### src/rtl/mbist_pkg.sv
// MBIST March C- controller shared types.
// States, march element encoding and the March C- table.
package mbist_pkg;

    typedef enum logic [2:0] {
        S_IDLE,
        S_LOAD,
        S_READ,
        S_CMP,
        S_WRITE,
        S_DONE
    } state_t;

    typedef struct packed {
        logic dir_up;
        logic has_rd;
        logic rd_val;
        logic has_wr;
        logic wr_val;
    } march_elem_t;

    localparam int NUM_ELEM = 6;

    // {dir_up, has_rd, rd_val, has_wr, wr_val} for M0..M5
    localparam march_elem_t MARCH_CM [NUM_ELEM] = '{
        '{1'b1, 1'b0, 1'b0, 1'b1, 1'b0},
        '{1'b1, 1'b1, 1'b0, 1'b1, 1'b1},
        '{1'b1, 1'b1, 1'b1, 1'b1, 1'b0},
        '{1'b0, 1'b1, 1'b0, 1'b1, 1'b1},
        '{1'b0, 1'b1, 1'b1, 1'b1, 1'b0},
        '{1'b1, 1'b1, 1'b0, 1'b0, 1'b0}
    };

endpackage

### src/rtl/mbist_march_ctrl.sv
// March C- sequencer: drives the external address counter and
// memory strobes, compares read data, captures the first failure.
module mbist_march_ctrl
    import mbist_pkg::*;
#(
    parameter int ADDR_W = 10,
    parameter int DATA_W = 8
) (
    input  logic              clk,
    input  logic              rst_n,
    input  logic              start,
    input  logic [ADDR_W-1:0] addr_q,
    output logic              cnt_cen,
    output logic              cnt_ld,
    output logic              cnt_ud,
    output logic [ADDR_W-1:0] cnt_d_in,
    output logic              mem_cs,
    output logic              mem_we,
    output logic [DATA_W-1:0] mem_wdata,
    input  logic [DATA_W-1:0] mem_rdata,
    output logic              busy,
    output logic              done,
    output logic              fail,
    output logic [ADDR_W-1:0] fail_addr,
    output logic [2:0]        fail_elem
);

    state_t              state_q;
    logic [2:0]          elem_q;
    logic                busy_q;
    logic                done_q;
    logic                fail_q;
    logic [ADDR_W-1:0]   fail_addr_q;
    logic [2:0]          fail_elem_q;

    march_elem_t         cur;
    logic                at_term;
    logic                last_elem;
    logic                mismatch;
    logic [DATA_W-1:0]   exp_rd;
    logic [DATA_W-1:0]   wr_data;

    assign cur       = MARCH_CM[elem_q];
    assign at_term   = cur.dir_up ? (&addr_q) : (~|addr_q);
    assign last_elem = (elem_q == 3'(NUM_ELEM - 1));
    assign exp_rd    = {DATA_W{cur.rd_val}};
    assign wr_data   = {DATA_W{cur.wr_val}};
    assign mismatch  = (state_q == S_CMP) && (mem_rdata != exp_rd);

    assign busy      = busy_q;
    assign done      = done_q;
    assign fail      = fail_q;
    assign fail_addr = fail_addr_q;
    assign fail_elem = fail_elem_q;

    // Counter and memory strobes decoded from the current state.
    always_comb begin
        cnt_cen   = 1'b0;
        cnt_ld    = 1'b0;
        cnt_ud    = 1'b0;
        cnt_d_in  = '0;
        mem_cs    = 1'b0;
        mem_we    = 1'b0;
        mem_wdata = '0;
        unique case (state_q)
            S_LOAD: begin
                cnt_cen  = 1'b1;
                cnt_ld   = 1'b1;
                cnt_ud   = cur.dir_up;
                cnt_d_in = cur.dir_up ? '0 : '1;
            end
            S_READ: begin
                mem_cs = 1'b1;
            end
            S_CMP: begin
                mem_cs    = cur.has_wr;
                mem_we    = cur.has_wr;
                mem_wdata = cur.has_wr ? wr_data : '0;
                cnt_cen   = ~at_term;
                cnt_ud    = cur.dir_up;
            end
            S_WRITE: begin
                mem_cs    = 1'b1;
                mem_we    = 1'b1;
                mem_wdata = wr_data;
                cnt_cen   = ~at_term;
                cnt_ud    = cur.dir_up;
            end
            default: begin
            end
        endcase
    end

    // March sequencing, status flags and first-failure capture.
    always_ff @(posedge clk or negedge rst_n) begin
        if (!rst_n) begin
            state_q     <= S_IDLE;
            elem_q      <= '0;
            busy_q      <= 1'b0;
            done_q      <= 1'b0;
            fail_q      <= 1'b0;
            fail_addr_q <= '0;
            fail_elem_q <= '0;
        end else begin
            unique case (state_q)
                S_IDLE: begin
                    if (start) begin
                        state_q     <= S_LOAD;
                        elem_q      <= '0;
                        busy_q      <= 1'b1;
                        fail_q      <= 1'b0;
                        fail_addr_q <= '0;
                        fail_elem_q <= '0;
                    end
                end
                S_LOAD: begin
                    state_q <= cur.has_rd ? S_READ : S_WRITE;
                end
                S_READ: begin
                    state_q <= S_CMP;
                end
                S_CMP, S_WRITE: begin
                    if (mismatch && !fail_q) begin
                        fail_q      <= 1'b1;
                        fail_addr_q <= addr_q;
                        fail_elem_q <= elem_q;
                    end
                    if (!at_term) begin
                        state_q <= cur.has_rd ? S_READ : S_WRITE;
                    end else if (last_elem) begin
                        state_q <= S_DONE;
                        done_q  <= 1'b1;
                    end else begin
                        state_q <= S_LOAD;
                        elem_q  <= elem_q + 3'd1;
                    end
                end
                S_DONE: begin
                    state_q <= S_IDLE;
                    done_q  <= 1'b0;
                    busy_q  <= 1'b0;
                end
                default: begin
                    state_q <= S_IDLE;
                end
            endcase
        end
    end

endmodule

### config.mk
export PLATFORM = sky130hd
export DESIGN_NAME = mbist_march_ctrl
export DESIGN_NICKNAME = d
export VERILOG_FILES = /design/src/rtl/mbist_pkg.sv /design/src/rtl/mbist_march_ctrl.sv
export SDC_FILE = /design/constraint.sdc
export NUM_CORES = 1
export LEC_CHECK = 0
export ABC_AREA = 1
export CELL_PAD_IN_SITES_DETAIL_PLACEMENT = 0
export CELL_PAD_IN_SITES_GLOBAL_PLACEMENT = 1
export CORE_ASPECT_RATIO = 1.75
export CORE_MARGIN = 2
export CORE_UTILIZATION = 32
export DETAILED_ROUTE_END_ITERATION = 8
export PLACE_DENSITY = 0.91
export RECOVER_POWER = 100
export SYNTH_ARGS = -nofsm -noshare
export SYNTH_HDL_FRONTEND = slang
export SYNTH_SLANG_ARGS = --single-unit
### constraint.sdc
create_clock -name clk -period 3 [get_ports clk]
set_input_delay 0.45 -clock clk [delete_from_list [all_inputs] [get_ports clk]]
set_output_delay 0.45 -clock clk [all_outputs]
set_load 0.05 [all_outputs]
== Word level (Yosys, flattened, before mapping) ==
Memory sizes are Yosys's and may differ from the RTL's.
Index checks and enable logic that the tools add are counted.

* Add/subtract/negate cells: 1
* Magnitude comparators: 1
* Eq/ne operators: 12
* Multiplexer cells: 34
* Bitwise operators: 2
* Reductions and logical operators: 17

{| class="wikitable"
|+ Operators by type and width
! cell !! count
|-
| 10-bit 2-to-1 mux || 4
|-
| 3-bit 2-to-1 mux || 8
|-
| 10-bit case mux with 2 select lines || 1
|-
| 8-bit case mux with 2 select lines || 1
|-
| 1-bit case mux with 2 select lines || 6
|-
| 3-bit case mux with 2 select lines || 2
|-
| 3-bit case mux with 4 select lines || 1
|-
| 5-bit 2-to-1 mux || 2
|-
| 10-bit AND reduction || 1
|-
| 10-bit OR reduction || 1
|-
| 3-bit equality test (second input constant) || 3
|-
| 1-bit 2-to-1 mux || 8
|-
| 8-bit 2-to-1 mux || 1
|-
| 8-bit inequality test || 1
|-
| 3-bit by 2-bit equality test with 1-bit output (second input constant) || 2
|-
| 2-bit by 1-bit inequality test with 1-bit output (second input constant) || 3
|-
| 3-bit AND reduction || 2
|-
| 2-bit nonzero test || 3
|-
| 4-bit greater-or-equal comparator (second input constant) || 1
|-
| 2-bit inequality test (second input constant) || 2
|-
| 3-bit NOT with 4-bit output || 1
|-
| 4-bit AND reduction || 1
|-
| 2-bit OR reduction || 2
|-
| 3-bit by 1-bit adder with 3-bit output (second input constant) || 1
|-
| 7 further kinds || 9
|}

* Register bits after elaboration: 22
* ROM bits: 40
* Bits of input ports: 21
* Output and inout port bits: 39
* Word-level logic and storage cells: 75
* Memories: 1

{| class="wikitable"
|+ Memories
! memory !! depth !! bits a word !! read ports !! clocked after memory_dff !! write ports !! line !! RTL
|-
| (no name shown) || 8 || 5 || 1 || 0 || 0 || mbist_march_ctrl.sv:43 || <nowiki>assign cur = MARCH_CM[elem_q];</nowiki>
|}

== Longest topological paths before layout ==
* Depth after elaboration: 9
* Gate-level depth with buffers: 13

== Least setup slack after synthesis ==
No wires, ideal clock.

* Path type: reg2out
* Start point: register state_q[1]
* End point: output port cnt_d_in[1]
* Arrival: 3,092 ps
* Data required time: 2,550 ps
* Setup slack: -542 ps
* Stages on the path, launching flop included: 5
* Buffers on the path: 1
* Cell sequence: dfrtp_1 > nor3_1 > inv_1 > nor2_1 > buf_4

* Longest elaborated chain between the ends: 2

{| class="wikitable"
|+ Ends and longest elaborated chain
! item !! line !! RTL
|-
| start, declared || mbist_march_ctrl.sv:28 || <nowiki>state_t state_q;</nowiki>
|-
| start signal, assigned || mbist_march_ctrl.sv:117 || <nowiki>state_q <= cur.has_rd ? S_READ : S_WRITE;</nowiki>
|-
| start signal, assigned || mbist_march_ctrl.sv:129 || <nowiki>state_q <= cur.has_rd ? S_READ : S_WRITE;</nowiki>
|-
| 3-bit by 1-bit equality test with 1-bit output || mbist_march_ctrl.sv:65 || <nowiki>unique case (state_q)</nowiki>
|-
| 10-bit 2-to-1 mux || mbist_march_ctrl.sv:65 ||
|-
| end, declared || mbist_march_ctrl.sv:16 || <nowiki>output logic [ADDR_W-1:0] cnt_d_in,</nowiki>
|}

Every way passes these cells.

== Final worst setup path ==
* Start point: register state_q[1]
* End point: output port cnt_ud

* Longest elaborated chain between the ends: 3
* Elaborated cells between the ends (all ways): 5

{| class="wikitable"
|+ Ends and longest elaborated chain
! item !! line !! RTL
|-
| 3-bit by 2-bit equality test with 1-bit output, or another cell as far along || mbist_march_ctrl.sv:65 ||
|-
| 3-bit OR reduction (no line) * || -- ||
|-
| 1-bit 2-to-1 mux * || mbist_march_ctrl.sv:65 ||
|-
| end, declared || mbist_march_ctrl.sv:15 || <nowiki>output logic cnt_ud,</nowiki>
|}

Every way passes the cells marked *; elsewhere a longest branch is shown, timed or not.

==> impl_metrics.ini <==
[route]
routed_via_density = 4.60
drt_iter0_markers = 17
first_pass_iters = 4
via_count = 1381
ant_nets = 0
routed_wl_mm = 3.39
drc = 0
wire_per_inst_um = 11.3

[cts]
worstSkewPairLatency_ps = 270
cts_hold_buf = 0
cts-root-buf = clkbuf_8
cts_max_level = 1
cts_buffer_depth = 2
clkSinkCount = 22
cts_tree = done
clk_pin_slew_ps = 80
cts_buffers = 3

[pwr]
combPwrFrac = 0.490
pwr-share-clk = 0.227
power_frac_seq = 0.283
peakVddDrop_mv = 0.561
p_switching_uw = 565
swShare = 0.459
p_per_area_nw_per_um2 = 646
p_leak_nw = 1.06
p_int_uw = 666

[floorplan]
core_um2 = 4400
start_util = 0.330
rows = 32
die_y_um = 93.2
io_pins = 60
die-area_um2 = 5120
die_w_um = 55.0

[layout]
stdcell_count = 300
register_area_um2 = 551
nets = 275
nFillCells = 503
antenna_cells = 0
area_growth_pct = 31.2
multi_input_area_um2 = 639
layout-drive-gt1-share = 0.0723
fin_area_um2 = 1910

[synthesis]
avgSynthCellArea_um2 = 7.16
seq_area_frac_synth = 0.379
ys_seq_elements = 22
yosys_warnings = 0
syn_area_um2 = 1450
syn_inst = 203
yosys.cell_types.count = 22
synth_fp_nets = 228

[sta]
relSlewSlack = 0.204
clock_skew_ps = 2.47
setup_viol = 0
rsz0062_at_grt = no
fin_crit_ps = 2750
hold_viol = 0
period_share = 0.916
max_freq_mhz = 364
worstMarginPinSlew_ps = 1190
slew_viol_final = 0
timing.hold.ws_ps = 468

[placement]
placed_area_um2 = 1960
hpwl_mm = 2.70
place_congestion = 0.733
port-buffer-count = 59
place_inst = 296

[grt]
antenna_found_initial = 0
grt_max_degree = 23
grt_usage = 0.138
grt_pass1_wl_mm = 5.19
grt.overflow.total = 0
grt_pass1_vias = 1201

[critical_path]
crit_start = state_q[1]
critPathCaptureType = output pin
crit_fanout = 6
cp.required_ps = 2550
critPathLaunchType = register
crit_arrival_ps = 2300
critPathKind = register to output pin
r2r-start = elem_q[0]

[job]
maxCapViolations = 0

[min_path]
hold_path_startpoint = fail_elem[0]
hp-class = register to register

[outcome]
status = finished, final reports clean
[cells by family after synthesis]
logic type / synth area share
AO/OA/AOI/OAI: 0.0310
adder cells (fa/ha/maj): 0.0344
buffers and inverters: 0.164
flip-flops: 0.379
AND/OR/NAND/NOR: 0.392
[layout by cell type (no fill, tap or decap), types with 2 or more instances in the layout]
| cell | netlist | routed |
|---|---|---|
| dlygate4sd3_1 | 0 | 21 |
| inv_2 | 4 | 3 |
| nand3_1 | 21 | 22 |
| nor2_1 | 20 | 20 |
| buf_4 | 16 | 3 |
| ha_1 | 4 | 4 |
| a21oi_1 | 2 | 2 |
| nand4_1 | 4 | 4 |
| nor2_2 | 2 | 2 |
| inv_1 | 19 | 20 |
| nand2_1 | 68 | 72 |
| clkdlybuf4s50_1 | 0 | 19 |
| clkbuf_8 | 0 | 3 |
| dfrtp_1 | 22 | 22 |
| o21ai_0 | 2 | 2 |
| nor3_1 | 5 | 4 |
| clkbuf_1 | 1 | 18 |
[Yosys cell counts (all sizes together)]
library cell | instances | area (um2)
clkbuf | 1 | 3.75
ha | 4 | 50.1
nor2 | 23 | 98.8
o21ai | 3 | 26.3
nand3 | 23 | 125
dfrtp | 22 | 551
buf | 19 | 148
a21oi | 3 | 18.8
inv | 23 | 86.3
nor3 | 5 | 25.0
nand4 | 4 | 25.0
nand2 | 73 | 297
[registers in the layout, indices dropped and copies added (netlist names)]
name / count
busy: 1
fail_elem: 3
fail: 1
state_q: 3
done: 1
elem_q: 3
fail_addr: 10
[through the flow]
stage / worst slack (ps) / TNS (ps) / util / total power, mW
CTS: 95.4 / 0 / 0.462 / 1.29
detailed placement: 392 / 0 / 0.446 / 1.01
global placement: 447 / 0 / 0.446 / 1.01
floorplan: -10.8 / -75.3 / - / 0.822
global route: 146 / 0 / 0.433 / 1.30
finish: 252 / 0 / 0.433 / 1.23
[power groups by stage]
stage	logic [mW]	clock network [mW]	registers (mW)
CTS	0.657	0.285	0.349
floorplan	0.424	0	0.398
global placement	0.651	0	0.355
detailed placement	0.657	0	0.354
finish	0.603	0.280	0.348
global route	0.657	0.292	0.352
[routing by layer]
layer / routed length (um) / up-vias / part of all wire / track usage
met1: 1260 / 621 / 0.37 / 0.151
met5: 0 / - / 0 / 0
met4: 102 / 0 / 0.030 / 0.0772
met2: 1850 / 44 / 0.54 / 0.245
met3: 186 / 7 / 0.055 / 0.00958
li1: - / 709 / - / -
[critical path, stage by stage (launching register included)]
cell	delay, ps
dfrtp_1	430
inv_1	130
nand2_1	80
nor2_1	240
nor2_4	80
a21oi_1	170
dlygate4sd3_1	900
[final timing paths]
kind                                 to  cells past startpoint  slack, ps
setup / recovery                 cnt_ud                      6        250
setup reg to reg           fail_addr[3]                     12        470
min in group asynchronous          busy                      2        940
hold reg to reg            fail_elem[0]                      2        470
max in group asynchronous  fail_elem[1]                      2       1350
hold / removal             fail_elem[0]                      2        470
[layout make-up]
cell class | count | share of cell area
clock inverters | 1 | 0.0157
well taps | 51 | 0.0335
multi-input cells | 138 | 0.335
repair buffers | 62 | 0.260
clock buffers | 3 | 0.0217
inverters | 23 | 0.0453
flip-flops and latches | 22 | 0.289
[timing repair]
item                       4_1_cts  5_1_grt
resized for setup                0       10
setup endpoints to repair        0       10
buffers inserted                 0        0
Power figures use the tool's default switching activity.
